<file path="src/rtl/fp_acc_sat_if.sv">
// Handshake bundle between the multiplier output stage and the frame accumulator,
// and from the accumulator to its result consumer.
interface fp_acc_sat_if #(
    parameter int W_in  = 16,
    parameter int W_out = 16
);
    logic             in_valid;
    logic             in_ready;
    logic [W_in-1:0]  in_data;
    logic             in_ovf;
    logic             in_unf;
    logic             out_valid;
    logic             out_ready;
    logic [W_out-1:0] out_data;
    logic             out_sat;
    logic             out_ovf_seen;
    logic             out_unf_seen;

    modport slave (
        input  in_valid, in_data, in_ovf, in_unf, out_ready,
        output in_ready, out_valid, out_data, out_sat, out_ovf_seen, out_unf_seen
    );

    modport master (
        output in_valid, in_data, in_ovf, in_unf, out_ready,
        input  in_ready, out_valid, out_data, out_sat, out_ovf_seen, out_unf_seen
    );
endinterface

</file>
<file path="src/rtl/fp_acc_sat.sv">
// Frame accumulator after the fixed-point multiplier: sums N_ACC products in a wide
// accumulator, saturates to the output format and holds the result until taken.
module fp_acc_sat #(
    parameter int W_in    = 16,
    parameter int W_in_F  = 14,
    parameter int W_out   = 16,
    parameter int W_out_F = 14,
    parameter int N_ACC   = 8,
    parameter int W_acc   = 24
) (
    input  logic          clk,
    input  logic          rst_n,
    input  logic          clear,
    fp_acc_sat_if.slave   bus
);

    localparam int CNT_W = $clog2(N_ACC);

    if (W_out_F != W_in_F) begin : g_chk_frac
        $error("fp_acc_sat: W_out_F must equal W_in_F");
    end
    if (N_ACC < 2) begin : g_chk_nacc
        $error("fp_acc_sat: N_ACC must be at least 2");
    end
    if (W_acc < W_in + $clog2(N_ACC)) begin : g_chk_wacc
        $error("fp_acc_sat: W_acc too narrow for N_ACC products");
    end
    if (W_acc < W_out) begin : g_chk_wout
        $error("fp_acc_sat: W_acc must be at least W_out");
    end

    localparam logic signed [W_acc-1:0] IN_MAX  = {{(W_acc-W_in+1){1'b0}},  {(W_in-1){1'b1}}};
    localparam logic signed [W_acc-1:0] IN_MIN  = {{(W_acc-W_in+1){1'b1}},  {(W_in-1){1'b0}}};
    localparam logic signed [W_acc-1:0] OUT_MAX = {{(W_acc-W_out+1){1'b0}}, {(W_out-1){1'b1}}};
    localparam logic signed [W_acc-1:0] OUT_MIN = {{(W_acc-W_out+1){1'b1}}, {(W_out-1){1'b0}}};
    localparam logic [CNT_W-1:0]        LAST    = CNT_W'(N_ACC - 1);

    typedef enum logic {ACCUM, HOLD} state_t;

    // A flagged product has already wrapped upstream, so substitute the rail value.
    function automatic logic signed [W_acc-1:0] sample_val(input logic [W_in-1:0] d,
                                                           input logic ovf,
                                                           input logic unf);
        if (ovf) return IN_MAX;
        if (unf) return IN_MIN;
        return {{(W_acc-W_in){d[W_in-1]}}, d};
    endfunction

    // Returns {clamped, value}.
    function automatic logic [W_out:0] sat_out(input logic signed [W_acc-1:0] x);
        if (x > OUT_MAX) return {1'b1, OUT_MAX[W_out-1:0]};
        if (x < OUT_MIN) return {1'b1, OUT_MIN[W_out-1:0]};
        return {1'b0, x[W_out-1:0]};
    endfunction

    state_t                   state_q, state_d;
    logic signed [W_acc-1:0]  acc_q, acc_d;
    logic [CNT_W-1:0]         cnt_q, cnt_d;
    logic                     ovf_stk_q, ovf_stk_d;
    logic                     unf_stk_q, unf_stk_d;
    logic [W_out-1:0]         out_data_q, out_data_d;
    logic                     out_sat_q, out_sat_d;
    logic                     out_ovf_q, out_ovf_d;
    logic                     out_unf_q, out_unf_d;

    logic signed [W_acc-1:0]  sample;
    logic signed [W_acc-1:0]  sum;
    logic [W_out:0]           sat_r;

    always_comb begin
        state_d    = state_q;
        acc_d      = acc_q;
        cnt_d      = cnt_q;
        ovf_stk_d  = ovf_stk_q;
        unf_stk_d  = unf_stk_q;
        out_data_d = out_data_q;
        out_sat_d  = out_sat_q;
        out_ovf_d  = out_ovf_q;
        out_unf_d  = out_unf_q;

        sample = sample_val(bus.in_data, bus.in_ovf, bus.in_unf);
        sum    = acc_q + sample;
        sat_r  = sat_out(sum);

        if (clear) begin
            state_d   = ACCUM;
            acc_d     = '0;
            cnt_d     = '0;
            ovf_stk_d = 1'b0;
            unf_stk_d = 1'b0;
        end else if (state_q == ACCUM) begin
            if (bus.in_valid) begin
                if (cnt_q == LAST) begin
                    out_data_d = sat_r[W_out-1:0];
                    out_sat_d  = sat_r[W_out];
                    out_ovf_d  = ovf_stk_q | bus.in_ovf;
                    out_unf_d  = unf_stk_q | bus.in_unf;
                    state_d    = HOLD;
                    acc_d      = '0;
                    cnt_d      = '0;
                    ovf_stk_d  = 1'b0;
                    unf_stk_d  = 1'b0;
                end else begin
                    acc_d     = sum;
                    cnt_d     = cnt_q + CNT_W'(1);
                    ovf_stk_d = ovf_stk_q | bus.in_ovf;
                    unf_stk_d = unf_stk_q | bus.in_unf;
                end
            end
        end else if (bus.out_ready) begin
            state_d = ACCUM;
        end
    end

    always_ff @(posedge clk or negedge rst_n) begin
        if (!rst_n) begin
            state_q    <= ACCUM;
            acc_q      <= '0;
            cnt_q      <= '0;
            ovf_stk_q  <= 1'b0;
            unf_stk_q  <= 1'b0;
            out_data_q <= '0;
            out_sat_q  <= 1'b0;
            out_ovf_q  <= 1'b0;
            out_unf_q  <= 1'b0;
        end else begin
            state_q    <= state_d;
            acc_q      <= acc_d;
            cnt_q      <= cnt_d;
            ovf_stk_q  <= ovf_stk_d;
            unf_stk_q  <= unf_stk_d;
            out_data_q <= out_data_d;
            out_sat_q  <= out_sat_d;
            out_ovf_q  <= out_ovf_d;
            out_unf_q  <= out_unf_d;
        end
    end

    assign bus.in_ready     = (state_q == ACCUM);
    assign bus.out_valid    = (state_q == HOLD);
    assign bus.out_data     = out_data_q;
    assign bus.out_sat      = out_sat_q;
    assign bus.out_ovf_seen = out_ovf_q;
    assign bus.out_unf_seen = out_unf_q;

endmodule

</file>
<file path="src/flat_wrapper.sv">
// flat-port wrapper written by rule: the top's interface ports become plain ports
module fp_acc_sat_flat 
#(
    parameter int W_in    = 16,
    parameter int W_in_F  = 14,
    parameter int W_out   = 16,
    parameter int W_out_F = 14,
    parameter int N_ACC   = 8,
    parameter int W_acc   = 24
)
  (clk, rst_n, clear, bus_in_valid, bus_in_data, bus_in_ovf, bus_in_unf, bus_out_ready, bus_in_ready, bus_out_valid, bus_out_data, bus_out_sat, bus_out_ovf_seen, bus_out_unf_seen);
  fp_acc_sat_if #(.W_in(W_in), .W_out(W_out)) bus_i ();
  input  logic clk;
  input  logic rst_n;
  input  logic clear;
  input wire logic [$bits(bus_i.in_valid)-1:0] bus_in_valid;
  input wire logic [$bits(bus_i.in_data)-1:0] bus_in_data;
  input wire logic [$bits(bus_i.in_ovf)-1:0] bus_in_ovf;
  input wire logic [$bits(bus_i.in_unf)-1:0] bus_in_unf;
  input wire logic [$bits(bus_i.out_ready)-1:0] bus_out_ready;
  output wire logic [$bits(bus_i.in_ready)-1:0] bus_in_ready;
  output wire logic [$bits(bus_i.out_valid)-1:0] bus_out_valid;
  output wire logic [$bits(bus_i.out_data)-1:0] bus_out_data;
  output wire logic [$bits(bus_i.out_sat)-1:0] bus_out_sat;
  output wire logic [$bits(bus_i.out_ovf_seen)-1:0] bus_out_ovf_seen;
  output wire logic [$bits(bus_i.out_unf_seen)-1:0] bus_out_unf_seen;
  assign bus_i.in_valid = bus_in_valid;
  assign bus_i.in_data = bus_in_data;
  assign bus_i.in_ovf = bus_in_ovf;
  assign bus_i.in_unf = bus_in_unf;
  assign bus_i.out_ready = bus_out_ready;
  assign bus_in_ready = bus_i.in_ready;
  assign bus_out_valid = bus_i.out_valid;
  assign bus_out_data = bus_i.out_data;
  assign bus_out_sat = bus_i.out_sat;
  assign bus_out_ovf_seen = bus_i.out_ovf_seen;
  assign bus_out_unf_seen = bus_i.out_unf_seen;
  fp_acc_sat #(.W_in(W_in), .W_in_F(W_in_F), .W_out(W_out), .W_out_F(W_out_F), .N_ACC(N_ACC), .W_acc(W_acc)) u_core (.clk(clk), .rst_n(rst_n), .clear(clear), .bus(bus_i));
endmodule
</file>
<file path="config.mk">
export PLATFORM = sky130hd
export DESIGN_NAME = fp_acc_sat_flat
export DESIGN_NICKNAME = d
export VERILOG_FILES = /design/src/rtl/fp_acc_sat_if.sv /design/src/rtl/fp_acc_sat.sv /design/src/flat_wrapper.sv
export SDC_FILE = /design/constraint.sdc
export NUM_CORES = 1
export LEC_CHECK = 0
export CAP_MARGIN = 0
export CORE_MARGIN = 5
export CORE_UTILIZATION = 55
export CTS_CLUSTER_DIAMETER = 150
export DETAILED_ROUTE_END_ITERATION = 6
export DONT_BUFFER_PORTS = 1
export GPL_ROUTABILITY_DRIVEN = 0
export PLACE_DENSITY = 0.8
export SYNTH_ARGS = -nofsm -noshare
export SYNTH_HDL_FRONTEND = slang
export SYNTH_SLANG_ARGS = --single-unit
</file>
<file path="constraint.sdc">
create_clock -name clk -period 3.86 [get_ports clk]
set_input_delay 1.158 -clock clk [delete_from_list [all_inputs] [get_ports clk]]
set_output_delay 1.158 -clock clk [all_outputs]
set_load 0.1 [all_outputs]
</file>
======== After elaboration in Yosys (flattened, before gate mapping) ========
Index checks and enable logic that the tools add are counted.
word-level totals
  input bits .............................. 23
  register bits after elaboration ......... 49
  logic and storage cells ................. 57
  output and inout port bits .............. 21
cells by class
  add/subtract/negate cells ............... 2
  mux-type cells .......................... 35
  reductions and logical operators ........ 3
  equality and inequality tests ........... 2
  bitwise logic cells ..................... 4
  order comparisons ....................... 2
operator list
  kind                    number
  $mux W24                8
  $mux W17                4
  $add A24 B24 Y24        1
  $gt A24 B16 Y1 const B  1
  $lt A24 B16 Y1 const B  1
  $mux W1                 19
  $mux W3                 4
  $reduce_and A4 Y1       1
  $add A3 B1 Y3 const B   1
  $eq A3 B3 Y1 const B    1
  $ne A2 B2 Y1 const B    1
  $not A1 Y1              2
  $or A1 B1 Y1            2
  $reduce_and A2 Y1       1
  $reduce_bool A2 Y1      1

======== Longest topological paths before layout ========
  depth after elaboration ................. 10
  mapped depth ............................ 14
  mapped depth without buffers ............ 14

======== Worst setup path after synthesis ========
Ideal clock, no wire load.
  path type ............................... input to register
  start ................................... input bus_in_ovf
  end ..................................... register u_core.out_sat_q (netlist: u_core.bus.out_sat)
  data required time ...................... 3.741 ns
  stages .................................. 13
  setup time .............................. 0.119 ns
  buffers on the path ..................... 2
  slack ................................... -0.386 ns
  arrival time ............................ 4.127 ns
  path through ............................ clkbuf_1 > clkbuf_1 > a21o_1 > ha_1 > a21o_1 > a211oi_2 > nor4_1 > or3_1 > and3_1 > a211o_1 > or3_1 > o32a_1 > o21a_1
on the way
  longest elaborated chain between the ends .. 8
  elaborated cells on any way between the ends .. 11
  classes of those cells .................. add/sub: 1; order compare: 2; mux: 8
RTL lines
  item                  RTL line            RTL
  from (decl)           flat_wrapper.sv:18  input wire logic [$bits(bus_i.in_ovf)-1:0] bus_in_ovf;
  $mux W1 (*)           fp_acc_sat.sv:44    if (ovf) return IN_MAX;
  $mux W24 (*)          fp_acc_sat.sv:45    if (unf) return IN_MIN;
  $add A24 B24 Y24 (*)  fp_acc_sat.sv:82    sum = acc_q + sample;
  $lt A24 B16 Y1        fp_acc_sat.sv:52    if (x < OUT_MIN) return {1'b1, OUT_MIN[W_out-1:0]};
  $mux W1 (2 in a row)  fp_acc_sat.sv:52
  $mux W17              fp_acc_sat.sv:53    return {1'b0, x[W_out-1:0]};
  $mux W17 (*)          fp_acc_sat.sv:52
  to (signal assigned)  fp_acc_sat.sv:133   out_sat_q <= out_sat_d;
  to (decl)             fp_acc_sat.sv:62    logic out_sat_q, out_sat_d;
Mark *: on every way between the ends. The rest lies on a longest branch, timed or not. The select of a mux whose other input is x is not followed.
A chain may end at the register's enable or synchronous reset.

======== Worst setup path after layout ========
  start ................................... input bus_in_unf
  end ..................................... register u_core.out_data_q[1] (netlist: u_core.bus.out_data[1])
on the way
  longest elaborated chain between the ends .. 10
  elaborated cells on any way between the ends .. 14
  classes of those cells .................. add/sub: 1; order compare: 2; mux: 11
RTL lines
  item                  RTL line            RTL
  from (decl)           flat_wrapper.sv:19  input wire logic [$bits(bus_i.in_unf)-1:0] bus_in_unf;
  $mux W1 (2 in a row)  fp_acc_sat.sv:45
  $mux W24 (*)          fp_acc_sat.sv:46    return {{(W_acc-W_in){d[W_in-1]}}, d};
  $mux W24 (*)          fp_acc_sat.sv:45
  $add A24 B24 Y24 (*)  fp_acc_sat.sv:82
  $lt A24 B16 Y1        fp_acc_sat.sv:52
  $mux W1 (2 in a row)  fp_acc_sat.sv:52
  $mux W17              fp_acc_sat.sv:53
  $mux W17 (*)          fp_acc_sat.sv:52
  to (signal assigned)  fp_acc_sat.sv:132   out_data_q <= out_data_d;
  to (decl)             fp_acc_sat.sv:61    logic [W_out-1:0] out_data_q, out_data_d;
Marked as above.

==> impl_metrics.py <==
metrics = {
    "placement": {
        "post-dp-hpwl_um": 7580,
        "place_ws_ns": -0.237,
        "dpl-instance-area_um2": 4180,
        "portBuffers": 0,
    },
    "detailed_routing": {
        "routedWlPerCell_um": 19.7,
        "viasPerCell": 6.52,
        "antenna_left": 0,
        "dr_total_vias": 3516,
        "drc": 0,
        "firstDrtPassIters": 5,
        "detail_route.iter0.violations": 232,
        "wl_um": 10600,
    },
    "worst_setup_path": {
        "cp-start-kind": "input pin",
        "r2r_start": "u_core.acc_q[0]",
        "timing.reg2reg.setup_slack_ns": 0.71,
        "rr_endpoint": "u_core.bus.out_data[1]",
        "critPathCaptureType": "flip-flop",
        "cp.arrival_ns": 4.03,
        "critPathMaxFanout": 6,
        "reg2regPathDepth": 12,
        "crit_type": "in -> reg",
        "worst-endpoint-required_ns": 4.09,
    },
    "synth": {
        "synth_edf_count": 0,
        "yosys_warnings": 0,
        "synth_most_common_cell": "nand2_1",
        "yosys.cell_types.count": 56,
        "synth_seq_cells": 49,
        "yosysSeqAreaShare_pct": 35.3,
        "syn-num-nets": 441,
        "synth_cells": 391,
        "synthTopCellsByArea": "dfrtp_1 35%, ha_1 9.4%, nand2_1 5.4%, a22o_1 5.3%, a21o_1 5.2%",
        "synth_top_area_share_pct": 35.3,
        "syn_area_um2": 3470,
        "ys_top_cells_by_count": "50 x nand2_1, 49 x dfrtp_1, 31 x a21oi_1",
        "synth_largest_area_cell": "dfrtp_1",
        "ys.flop_type": "dfrtp_1",
        "syn_avg_cell_area_um2": 8.89,
        "synthArstFlopShare_pct": 100,
    },
    "timing": {
        "worstMarginPinSlew_ns": 0.954,
        "slew-limit-headroom_pct": 36.4,
        "drv_slew": 0,
        "min_period_ns": 3.81,
        "setup_violations": 0,
        "finalSetupTns_ns": 0,
        "hold_slack_ns": 0.507,
        "fin_worst_skew_ns": 0.00660,
        "min_period_over_period_pct": 98.6,
        "fin_ws_ns": 0.0545,
        "fmax_mhz": 263,
        "hold_violations": 0,
    },
    "run": {
        "max-cap-violations": 0,
    },
    "global_routing": {
        "grt_max_degree": 50,
        "grt_usage_pct": 25.9,
        "grt_pass1_vias": 3416,
        "grt_pass1_wl_um": 16100,
        "grt_antenna_before_repair": 0,
        "grt-ovfl-total": 0,
    },
    "clock_network": {
        "cts_tree": "built",
        "clock_sinks": 49,
        "clk_latency_ns": 0.31,
        "cts-root-buf": "clkbuf_8",
        "h-tree-depth": 2,
        "cts_buffers": 5,
        "holdBufCountCts": 0,
        "clk_pin_slew_worst_paths_ns": 0.10,
        "clock_tree.buffer_depth": 2,
    },
    "floorplanning": {
        "coreArea_um2": 6240,
        "die_h_um": 89.5,
        "rows": 29,
        "start_util_pct": 55.7,
        "die_w_um": 89.5,
        "io_pins": 44,
        "fp.dieArea_um2": 8010,
    },
    "min_path": {
        "min_path_cells": 2,
        "holdCritPathClass": "reg -> reg",
        "worstHoldStart": "u_core.acc_q[19]",
        "hold_end": "u_core.acc_q[19]",
    },
    "power_and_ir_drop": {
        "p_leak_nw": 2.12,
        "ir_worst_vdd_mv": 0.336,
        "power_density_nw_per_um2": 526,
    },
    "finish": {
        "drive_gt1_share_pct": 27.7,
        "postLayoutCellArea_um2": 4480,
        "areaGrowthSynthToFinish_pct": 29.1,
        "final_util_pct": 71.9,
        "final_net_count": 511,
        "antenna_cells": 0,
    },
    "outcome": {
        "status": "complete, no violations",
    },
}
==> through the flow <==
| stage | std cells | total power, mW |
|---|---|---|
| 4_1_cts | 535 | 2.16 |
| 3_5_place_dp | 527 | 1.83 |
| 2_1_floorplan | 391 | 1.36 |
| 5_1_grt | 539 | 2.47 |
| 6_report | 539 | 2.36 |
| 3_3_place_gp | 527 | 1.79 |
==> cell families after synthesis <==
family	after synthesis	share of synthesized area, %
buffers and inverters	21	2.30
XOR/XNOR	16	4.25
AO/OA/AOI/OAI	152	30.7
AND/OR/NAND/NOR	124	16.9
flip-flops	49	35.3
adder cells (fa/ha/maj)	27	9.94
multiplexers	2	0.576
==> critical path: stages <==
cell      delay [ns]
inv_4           0.03
buf_4           0.13
a21o_1          0.20
ha_1            0.34
a21oi_2         0.23
a21oi_4         0.10
buf_4           0.16
a211oi_1        0.30
a21oi_2         0.13
a211oi_2        0.29
nand4_1         0.23
o31ai_4         0.32
buf_6           0.17
nand2b_1        0.06
a31oi_1         0.17
==> cell usage in the layout, fill, tap and decap left out, types with 9 or more instances in the layout <==
master   count
o21ai_0     18
dfrtp_1     49
o21ai_1      9
a21o_1      24
nor2_1      25
ha_1        18
nand2_1     49
buf_4       75
a21oi_1     23
a22o_1      21
==> power by group <==
| group | total [mW] | switching (mW) | internal (mW) |
|---|---|---|---|
| clock network | 0.328 | 0.196 | 0.132 |
| registers | 0.626 | 0.0573 | 0.568 |
| logic | 1.40 | 0.749 | 0.654 |
| total | 2.36 | 1.00 | 1.35 |
==> state kept, by name, summed over array words and instances (netlist names) <==
name / count
u_core.acc_q: 24
u_core.bus.out_data: 16
u_core.bus.out_ovf_seen: 1
u_core.bus.out_sat: 1
u_core.bus.out_unf_seen: 1
u_core.bus.out_valid: 1
u_core.cnt_q: 3
u_core.ovf_stk_q: 1
u_core.unf_stk_q: 1
==> final cells by class <==
type	count	area, µm²
clock buffers	5	68.8
clock inverters	3	26.3
fillers	422	1760
inverters	7	28.8
multi-input cells	321	2440
flip-flops and latches	49	1230
well taps	77	96.3
repair buffers	77	594
==> worst max path at each step <==
stage          startpoint  slack, ns                     end
6_report       bus_in_unf       0.05  u_core.bus.out_data[1]
5_1_grt        bus_in_unf      -0.06  u_core.bus.out_data[1]
4_1_cts        bus_in_unf       0.06  u_core.bus.out_data[1]
3_5_place_dp   bus_in_unf      -0.24  u_core.bus.out_data[1]
3_3_place_gp   bus_in_unf      -0.19      u_core.bus.out_sat
2_1_floorplan  bus_in_ovf      -0.06      u_core.bus.out_sat
==> timing repair <==
action | 4_1_cts | 5_1_grt
endpoints found under the setup margin | 0 | 16
gates resized for setup | 0 | 28
setup buffers | 0 | 4
==> metal layers <==
layer | wire length (µm) | up-vias | GRT usage [%]
met5 | 0 | - | 0
met2 | 5030 | 178 | 42.1
met3 | 929 | 32 | 5.44
met1 | 4300 | 1691 | 33.3
li1 | - | 1615 | -
met4 | 373 | 0 | 10.8
Note: power is estimated with default switching activity, not from simulation.
